**src/rtl/onehot_decoder_seq.sv**
```systemverilog
// rtl/onehot_decoder_seq.sv - registered 3-to-8 one-hot decoder with per-code hold time
module onehot_decoder_seq #(
  parameter int CODE_W = 3,
  parameter int OUT_W  = 8,
  parameter int HOLD_W = 4,
  parameter int CNT_W  = 8
) (
  input  logic              clk,
  input  logic              rst_n,
  input  logic              clear,
  input  logic              in_valid,
  output logic              in_ready,
  input  logic [CODE_W-1:0] in_code,
  input  logic [HOLD_W-1:0] in_hold,
  output logic [OUT_W-1:0]  out,
  output logic              out_valid,
  output logic [CNT_W-1:0]  code_cnt
);

  typedef enum logic {
    IDLE = 1'b0,
    HOLD = 1'b1
  } state_t;

  state_t              state, state_nx;
  logic [HOLD_W-1:0]   cnt, cnt_nx;
  logic [OUT_W-1:0]    out_nx;
  logic                out_valid_nx;
  logic [CNT_W-1:0]    code_cnt_nx;
  logic [OUT_W-1:0]    dec_word;
  logic                accept;

  // A new code may only land when nothing is showing or the current one is in its last cycle.
  assign in_ready = !clear && ((state == IDLE) || (cnt == '0));
  assign accept   = in_valid && in_ready;
  assign dec_word = OUT_W'(1) << in_code;

  // Next-state and next-output logic; clear overrides everything except reset.
  always_comb begin
    state_nx     = state;
    cnt_nx       = cnt;
    out_nx       = out;
    out_valid_nx = out_valid;
    code_cnt_nx  = code_cnt;
    if (clear) begin
      state_nx     = IDLE;
      cnt_nx       = '0;
      out_nx       = '0;
      out_valid_nx = 1'b0;
    end else begin
      case (state)
        IDLE: begin
          if (accept) begin
            state_nx     = HOLD;
            out_nx       = dec_word;
            out_valid_nx = 1'b1;
            cnt_nx       = in_hold;
            code_cnt_nx  = code_cnt + CNT_W'(1);
          end
        end
        HOLD: begin
          if (cnt != '0) begin
            cnt_nx = cnt - HOLD_W'(1);
          end else if (accept) begin
            // Back-to-back load: the next code replaces the current one with no idle gap.
            out_nx       = dec_word;
            out_valid_nx = 1'b1;
            cnt_nx       = in_hold;
            code_cnt_nx  = code_cnt + CNT_W'(1);
          end else begin
            state_nx     = IDLE;
            out_nx       = '0;
            out_valid_nx = 1'b0;
          end
        end
        default: begin
          state_nx     = IDLE;
          cnt_nx       = '0;
          out_nx       = '0;
          out_valid_nx = 1'b0;
        end
      endcase
    end
  end

  // State and output registers; reset drops the display immediately.
  always_ff @(posedge clk or negedge rst_n) begin
    if (!rst_n) begin
      state     <= IDLE;
      cnt       <= '0;
      out       <= '0;
      out_valid <= 1'b0;
      code_cnt  <= '0;
    end else begin
      state     <= state_nx;
      cnt       <= cnt_nx;
      out       <= out_nx;
      out_valid <= out_valid_nx;
      code_cnt  <= code_cnt_nx;
    end
  end

endmodule

```
**config.mk**
```make
export PLATFORM = sky130hd
export DESIGN_NAME = onehot_decoder_seq
export DESIGN_NICKNAME = d
export VERILOG_FILES = /design/src/rtl/onehot_decoder_seq.sv
export SDC_FILE = /design/constraint.sdc
export NUM_CORES = 1
export LEC_CHECK = 0
export CAP_MARGIN = 20
export CORE_MARGIN = 8
export CORE_UTILIZATION = 35
export DETAILED_ROUTE_END_ITERATION = 16
export PLACE_DENSITY = 0.71
export SYNTH_ARGS = -nofsm -noshare
export SYNTH_HDL_FRONTEND = slang
export SYNTH_SLANG_ARGS = --single-unit
```
**constraint.sdc**
```tcl
create_clock -name clk -period 2.5 [get_ports clk]
set_clock_uncertainty 0.05 [all_clocks]
set_input_delay 0.5 -clock clk [delete_from_list [all_inputs] [get_ports clk]]
set_output_delay 0.5 -clock clk [all_outputs]
set_load 0.02 [all_outputs]
```
==> impl_metrics.env, run 1 <==
export IMPL_final_instance_count_excl_fill=151
export IMPL_tightest_slew_ns=0.727
export IMPL_stdcell_area_um2=1400
export IMPL_num_vias=821
export IMPL_ys_seq_elements=22
export IMPL_die_y_um=70.4
export IMPL_numCtsBuffers=3
export IMPL_antenna_cells=0
export IMPL_fin_crit_sh_pct=95.3
export IMPL_power_static_leakage_nw=0.618
export IMPL_synth_warnings=0
export IMPL_synth_fp_nets=100
export IMPL_cts_buffer_depth=2
export IMPL_slew_violations=0
export IMPL_cts_root_buf="clkbuf_4"
export IMPL_synth_edf_count=0
export IMPL_port_buffers=28
export IMPL_setup_tns_final_ns=0
export IMPL_cts_setup_buffers=0
export IMPL_hold_class="flip-flop to flip-flop"
export IMPL_placed_cells=147
export IMPL_ios=29
export IMPL_max_clock_freq_mhz=420
export IMPL_avgSynthCellArea_um2=11.9
export IMPL_required_ns=1.95
export IMPL_finalHoldViolCount=0
export IMPL_fp_coreArea_um2=2780
export IMPL_setup_ws_ns=0.118
export IMPL_yosysTopAreaCellShare_pct=53.1
export IMPL_ant_nets=0
export IMPL_holdBufCountCts=0
export IMPL_grt_pass1_vias=959
export IMPL_die_area_um2=4960
export IMPL_first_pass_iters=4
export IMPL_synth_area_um2=1040
export IMPL_start_util_pct=37.2
export IMPL_antenna_found_initial=0
export IMPL_cts_tree="done"
export IMPL_synthToLayoutAreaGrowth_pct=35.1
export IMPL_cp_start_kind="flip-flop"
export IMPL_placed_area_um2=1370
export IMPL_drc_errors=0
export IMPL_yosysMostFrequentCell="dfrtp_1"
export IMPL_synth_largest_area_cell="dfrtp_1"
export IMPL_ir_worst_vdd_v=0.000507
export IMPL_row_count=19
export IMPL_grt_pass1_wl_um=4220
export IMPL_wl_um=2540
export IMPL_chipWidth_um=70.4
export IMPL_synthCells=87
export IMPL_cp_max_fo=3
export IMPL_drive_above_1_share_pct=16.7
export IMPL_dp_slack_ns=0.0172
export IMPL_status="complete, no violations"
export IMPL_setup_viol=0
export IMPL_hp_start="code_cnt[5]"
export IMPL_reg2reg_from="cnt[0]"
export IMPL_groute_usage_overall_pct=10.3
export IMPL_ys_top_cells_by_area="dfrtp_1 (53%), xnor2_1 (5.1%), a32o_1 (3.9%), a22o_1 (3.4%), nand3_1 (2.9%)"
export IMPL_power_density_nw_per_um2=722
export IMPL_max_cap_viol_count=0
export IMPL_worstSetupStartpoint="cnt[1]"
export IMPL_async_flop_share_pct=100
export IMPL_synth_seq_area_share_pct=53.1
export IMPL_htreeDepth=1
export IMPL_routabilityCongestion=0.740
export IMPL_layout_filler_cells=241
export IMPL_rsz0062_at_grt="no"
export IMPL_worstSkewPairLatency_ns=0.31
export IMPL_arrival_ns=1.83
export IMPL_post_route_util_pct=50.3
export IMPL_crit_type="flip-flop to output pin"
export IMPL_maxSlewHeadroom_pct=51.5
export IMPL_drt_wirelength_per_cell_um=16.8
export IMPL_hpwl_um=1870
export IMPL_grt_max_degree=23
export IMPL_finalPower_mw=1.01
export IMPL_grt_overflow_total=0
export IMPL_clk_pin_slew_ns=0.13
export IMPL_crit_path_end_kind="output pin"
export IMPL_finalCriticalPeriod_ns=2.38
export IMPL_whs_ns=0.444
export IMPL_avgViaCountPerCell=5.44
export IMPL_synth_commonest_cells="dfrtp_1 (22), nand3_1 (6), xnor2_1 (6)"
export IMPL_synthFlopType="dfrtp_1"
export IMPL_drtIter0Drc=33
export IMPL_cts_num_sinks=22
export IMPL_synth_cell_types=35
export IMPL_fin_nets=134
==> flip-flops by register name, indices dropped and copies added, names as in the netlist <==
name,cells
cnt,4
code_cnt,8
out_valid,1
state,1
out,8
==> cell type report <==
type | instances | area [µm²] | area share [%]
Multi-Input combinational cell | 58 | 450 | 32.2
Tap cell | 31 | 38.8 | 2.77
Sequential cell | 22 | 551 | 39.3
Timing Repair Buffer | 33 | 313 | 22.3
Clock buffer | 4 | 36.3 | 2.59
Inverter | 3 | 11.3 | 0.804
==> metal layers <==
metal	share of wire, %	global-route usage (%)	up-vias
li1	-	-	380
met5	0	0	-
met2	48	16.3	29
met3	7.2	4.10	9
met4	2.8	6.25	0
met1	42	11.1	403
==> layout by cell type, fill, tap and decap left out, types with 3 or more instances in the layout <==
cell              n
and3_1            3
xnor2_1           6
buf_4             5
clkbuf_4          3
dfrtp_1          22
nor2b_1           4
clkdlybuf4s50_1  27
a32o_1            4
a21oi_1           3
nand3_1           6
inv_1             3
a22o_1            4
==> kinds of logic after synthesis <==
logic type	synth area share, %
multiplexers	2.05
AO/OA/AOI/OAI	16.2
adder cells (fa/ha/maj)	2.42
flip-flops	53.1
AND/OR/NAND/NOR	15.3
XOR/XNOR	7.49
buffers and inverters	3.38
==> power breakdown <==
part	switching (mW)	total (mW)	internal [mW]	leakage, nW
clock	0.114	0.203	0.0889	0.0210
combinational	0.165	0.343	0.178	0.305
sequential	0.0541	0.464	0.410	0.291
==> what timing repair did <==
action	4_1_cts	5_1_grt
endpoints found under the setup margin	1	1
gates resized for setup	3	1
pin swaps	0	0
endpoints found under the hold margin	0	0
==> critical path, cell delays in order, from the launching register on <==
cell	delay [ns]
dfrtp_1	0.40
inv_1	0.07
ha_1	0.17
or3b_4	0.39
and2_2	0.21
nor2_1	0.10
buf_2	0.18
==> final timing paths <==
kind / end / slack [ns] / cells past startpoint
worst max-delay path: in_ready / 0.12 / 6
worst min-delay path: code_cnt[5] / 0.44 / 1
worst max register to register: out[6] / 0.38 / 6
worst min register to register: code_cnt[5] / 0.44 / 1
max in group asynchronous: code_cnt[3] / 1.70 / 2
min in group asynchronous: out[6] / 0.47 / 2
(Power assumes the default switching activity.)
==> inputs of run 2 (changes only) <==
--- a/config.mk
+++ b/config.mk
@@ -6,10 +6,10 @@
 export NUM_CORES = 1
 export LEC_CHECK = 0
 export CAP_MARGIN = 20
-export CORE_MARGIN = 8
-export CORE_UTILIZATION = 35
+export CORE_MARGIN = 2
+export CORE_UTILIZATION = 40
 export DETAILED_ROUTE_END_ITERATION = 16
-export PLACE_DENSITY = 0.71
+export PLACE_DENSITY = 0.78
 export SYNTH_ARGS = -nofsm -noshare
 export SYNTH_HDL_FRONTEND = slang
 export SYNTH_SLANG_ARGS = --single-unit
==> impl_metrics.env, run 2 (synthesis results as in run 1) <==
export IMPL_die_y_um=54.9
export IMPL_hpwl_um=1610
export IMPL_crit_chain="inv_1 -> ha_1 -> or3b_4 -> and2_2 -> nor2_1 -> buf_4"
export IMPL_cp_endpoint="in_ready"
export IMPL_grt_max_degree=23
export IMPL_first_pass_iters=4
export IMPL_drive_above_1_share_pct=16.0
export IMPL_reg2reg_from="cnt[0]"
export IMPL_port_buffers=28
export IMPL_hold_class="flip-flop to flip-flop"
export IMPL_ant_nets=0
export IMPL_reg2reg_depth=7
export IMPL_stdcell_area_um2=1390
export IMPL_layout_filler_cells=218
export IMPL_drtIter0Drc=15
export IMPL_placed_area_um2=1370
export IMPL_wl_um=2210
export IMPL_regToRegSetupSlack_ns=0.39
export IMPL_max_clock_freq_mhz=420
export IMPL_crit_type="flip-flop to output pin"
export IMPL_max_cap_viol_count=0
export IMPL_cts_num_sinks=22
export IMPL_worstSetupStartpoint="cnt[0]"
export IMPL_clk_pin_slew_ns=0.11
export IMPL_setup_tns_final_ns=0
export IMPL_groute_usage_overall_pct=17.2
export IMPL_worstSkewPairLatency_ns=0.29
export IMPL_htreeDepth=1
export IMPL_finalPower_uw=960
export IMPL_grt_pass1_vias=803
export IMPL_path_delay_family="simple AND/OR/NAND/NOR gates"
export IMPL_placed_cells=146
export IMPL_antenna_cells=0
export IMPL_fp_coreArea_um2=2450
export IMPL_whs_ns=0.451
export IMPL_reg_top3="code_cnt: 8 flops, out: 8 flops, cnt: 4 flops"
export IMPL_cpPeakStageDelay_ns=0.43
export IMPL_maxSlewHeadroom_pct=77.2
export IMPL_path_depth=6
export IMPL_layout_common_cells="clkdlybuf4s50_1 (27), dfrtp_1 (22), xnor2_1 (6), nand3_1 (6), buf_4 (6)"
export IMPL_critPathBufInv=2
export IMPL_ios=29
export IMPL_layout_commonest_cell="clkdlybuf4s50_1"
export IMPL_power_density_nw_per_um2=692
export IMPL_numCtsBuffers=3
export IMPL_chipWidth_um=54.9
export IMPL_crit_path_end_kind="output pin"
export IMPL_rsz0062_at_grt="no"
export IMPL_synthToLayoutAreaGrowth_pct=33.9
export IMPL_avgViaCountPerCell=5.32
export IMPL_crit_slowest_cell="dfrtp_1"
export IMPL_power_static_leakage_nw=0.611
export IMPL_fin_crit_sh_pct=95.3
export IMPL_num_vias=793
export IMPL_routabilityCongestion=0.720
export IMPL_finalHoldViolCount=0
export IMPL_regToRegEndpoint="out[5]"
export IMPL_grt_overflow_total=0
export IMPL_cp_max_fo=4
export IMPL_final_instance_count_excl_fill=149
export IMPL_cts_tree="done"
export IMPL_status="complete, no violations"
export IMPL_die_area_um2=3010
export IMPL_start_util_pct=42.2
export IMPL_cp_start_kind="flip-flop"
export IMPL_row_count=18
export IMPL_cts_buffer_depth=2
export IMPL_cts_root_buf="clkbuf_4"
export IMPL_antenna_found_initial=0
export IMPL_fin_nets=134
export IMPL_ir_worst_vdd_v=0.000670
export IMPL_arrival_ns=1.83
export IMPL_slew_violations=0
export IMPL_drc_errors=0
export IMPL_drt_wirelength_per_cell_um=14.8
export IMPL_tightest_slew_ns=0.341
export IMPL_required_ns=1.95
export IMPL_finalCriticalPeriod_ns=2.38
export IMPL_setup_viol=0
export IMPL_grt_pass1_wl_um=3570
export IMPL_holdBufCountCts=0
[run 2: through the flow]
step	util, %	worst slack [ns]
after floorplan	-	0.487
after global placement	55.7	0.0802
after detailed placement	55.7	0.0212
after CTS	56.7	0.0179
after global routing	56.5	0.00854
final	56.5	0.117
[run 2: worst register-to-register path, delay by kind of cell (launching register included)]
kind | cells | cell delay (ns)
adders and majority gates | 1 | 0.18
DFF | 1 | 0.43
AOI/OAI and AO/OA | 2 | 0.43
buffers and inverters | 2 | 0.28
and+or+nand+nor | 2 | 0.69
[run 2: where the power goes]
group          switching, mW  internal, mW  leakage [nW]
logic                  0.163         0.178         0.306
clock network         0.0958        0.0560        0.0138
registers             0.0563         0.410         0.291
[run 2: repair_timing]
item,CTS,global route
pin swaps,0,0
buffers inserted,0,0
setup endpoints to repair,1,1
cloned,0,0
gates resized for setup,3,2
[run 2: area by class of cell]
type	instances	area [µm²]	share of cell area, %
Sequential cell	22	551	39.7
Multi-Input combinational cell	58	450	32.5
Timing Repair Buffer	33	315	22.7
Tap cell	30	37.5	2.71
Clock buffer	3	22.5	1.62
Inverter	3	11.3	0.812
[run 2: how the worst min path moves through the flow]
stage	startpoint	end	slack (ns)	depth (start not counted)
after global routing	code_cnt[5]	code_cnt[5]	0.47	1
after floorplan	rst_n	cnt[0]	0.15	0
after global placement	out_valid	out_valid	0.42	1
after CTS	code_cnt[5]	code_cnt[5]	0.45	1
after detailed placement	out_valid	out_valid	0.43	1
final	code_cnt[5]	code_cnt[5]	0.45	1
[run 2: layer usage]
| metal | up-vias | GRT usage, % | share of wire [%] |
|---|---|---|---|
| met1 | 382 | 23.1 | 44 |
| met2 | 26 | 25.6 | 48 |
| li1 | 383 | - | - |
| met5 | - | 0 | 0 |
| met3 | 2 | 5.38 | 6.8 |
| met4 | 0 | 7.32 | 0.91 |
==> inputs of run 3 (changes only) <==
--- a/config.mk
+++ b/config.mk
@@ -7,9 +7,10 @@
 export LEC_CHECK = 0
 export CAP_MARGIN = 20
 export CORE_MARGIN = 2
-export CORE_UTILIZATION = 40
+export CORE_UTILIZATION = 46
 export DETAILED_ROUTE_END_ITERATION = 16
-export PLACE_DENSITY = 0.78
+export PLACE_DENSITY = 0.86
+export SETUP_SLACK_MARGIN = 0.3
 export SYNTH_ARGS = -nofsm -noshare
 export SYNTH_HDL_FRONTEND = slang
 export SYNTH_SLANG_ARGS = --single-unit
==> impl_metrics.env, run 3 (synthesis results as in run 1) <==
export IMPL_die_y_um=51.5
export IMPL_max_cap_viol_count=0
export IMPL_arrival_ns=1.67
export IMPL_grt_pass1_vias=904
export IMPL_cts_root_buf="clkbuf_4"
export IMPL_power_density_nw_per_um2=754
export IMPL_setup_ws_ns=0.279
export IMPL_tightest_slew_ns=0.671
export IMPL_routabilityCongestion=0.767
export IMPL_fp_coreArea_um2=2170
export IMPL_synthToLayoutAreaGrowth_pct=42.9
export IMPL_rsz0062_at_grt="yes"
export IMPL_clk_pin_slew_ns=0.12
export IMPL_drc_errors=0
export IMPL_regToRegSetupSlack_ns=0.43
export IMPL_cts_num_sinks=22
export IMPL_grt_pass1_wl_um=3980
export IMPL_placed_cells=146
export IMPL_numCtsBuffers=3
export IMPL_row_count=17
export IMPL_cp_max_fo=2
export IMPL_grt_overflow_total=0
export IMPL_maxSlewHeadroom_pct=55.3
export IMPL_whs_ns=0.453
export IMPL_drive_above_1_share_pct=24.0
export IMPL_finalPower_mw=1.12
export IMPL_port_buffers=28
export IMPL_antenna_cells=0
export IMPL_first_pass_iters=4
export IMPL_num_vias=855
export IMPL_fin_crit_sh_pct=88.8
export IMPL_hold_class="flip-flop to flip-flop"
export IMPL_layout_common_cells="clkdlybuf4s50_1 (27), dfrtp_1 (22), buf_4 (10)"
export IMPL_setup_viol=0
export IMPL_reg_top3="code_cnt: 8 flops, out: 8 flops, cnt: 4 flops"
export IMPL_die_area_um2=2650
export IMPL_finalHoldViolCount=0
export IMPL_max_clock_freq_mhz=450
export IMPL_hpwl_um=1630
export IMPL_status="complete, no violations"
export IMPL_slew_violations=0
export IMPL_ir_worst_vdd_v=0.000512
export IMPL_worstSkewPairLatency_ns=0.31
export IMPL_finalCriticalPeriod_ns=2.22
export IMPL_power_static_leakage_nw=0.653
export IMPL_start_util_pct=47.8
export IMPL_crit_path_end_kind="output pin"
export IMPL_layout_filler_cells=185
export IMPL_required_ns=1.95
export IMPL_ios=29
export IMPL_antenna_found_initial=0
export IMPL_htreeDepth=1
export IMPL_drtIter0Drc=32
export IMPL_dp_slack_ns=0.0480
export IMPL_chipWidth_um=51.5
export IMPL_grt_max_degree=23
export IMPL_cts_buffer_depth=2
export IMPL_groute_usage_overall_pct=20.3
export IMPL_avgViaCountPerCell=5.59
export IMPL_cp_start_kind="flip-flop"
export IMPL_cts_tree="done"
export IMPL_final_instance_count_excl_fill=153
export IMPL_wl_um=2360
export IMPL_crit_type="flip-flop to output pin"
export IMPL_ant_nets=0
export IMPL_layout_commonest_cell="clkdlybuf4s50_1"
export IMPL_drt_wirelength_per_cell_um=15.4
export IMPL_setup_tns_final_ns=0
export IMPL_fin_nets=139
run 3: worst paths after layout:
path,start,end,cells past startpoint
worst max-delay path,cnt[0],in_ready,6
worst min-delay path,code_cnt[4],code_cnt[4],1
worst max register to register,cnt[0],out[5],8
worst min register to register,code_cnt[4],code_cnt[4],1
max in group asynchronous,rst_n,out[4],2
min in group asynchronous,rst_n,code_cnt[3],2
run 3: layout make-up:
| class | instances | area (µm²) | share of cell area [%] |
|---|---|---|---|
| clock buffers | 3 | 22.5 | 1.52 |
| clock inverters | 1 | 30.0 | 2.03 |
| inverters | 3 | 11.3 | 0.761 |
| multi-input cells | 58 | 474 | 32.0 |
| flip-flops and latches | 22 | 551 | 37.2 |
| well taps | 28 | 35.0 | 2.37 |
| repair buffers | 38 | 357 | 24.1 |
run 3: critical path, stage by stage, from the launching register on:
cell and delay, ns:
dfrtp_1 0.41, inv_2 0.07, ha_4 0.13, or3b_4 0.38
and2_4 0.18, nor2_4 0.07, buf_6 0.12
run 3: per-layer routing:
metal  GRT usage [%]  part of all wire, %  vias to the layer above
met3            7.31                  7.5                        6
met4            2.63                  1.0                        0
li1                -                    -                      392
met2            34.8                   52                       39
met1            25.0                   40                      418
met5               0                    0                        -
run 3: timing repair:
item,4_1_cts,5_1_grt
pin swaps,2,2
gates cloned,0,0
hold buffers,0,0
setup endpoints to repair,1,5
gates resized for setup,9,5
buffers inserted,3,0
run 3: per-stage QoR:
step                util, %  instance area, µm²
finish                 68.2                1480
global route           68.2                1480
CTS                    67.6                1470
detailed placement     63.6                1380
global placement       63.6                1380
floorplan                 -                1040
run 3: power by group:
part	internal [mW]	leakage, nW	switching [mW]	total (mW)
Combinational	0.200	0.334	0.174	0.374
Sequential	0.410	0.291	0.0565	0.467
Clock	0.162	0.0279	0.112	0.274
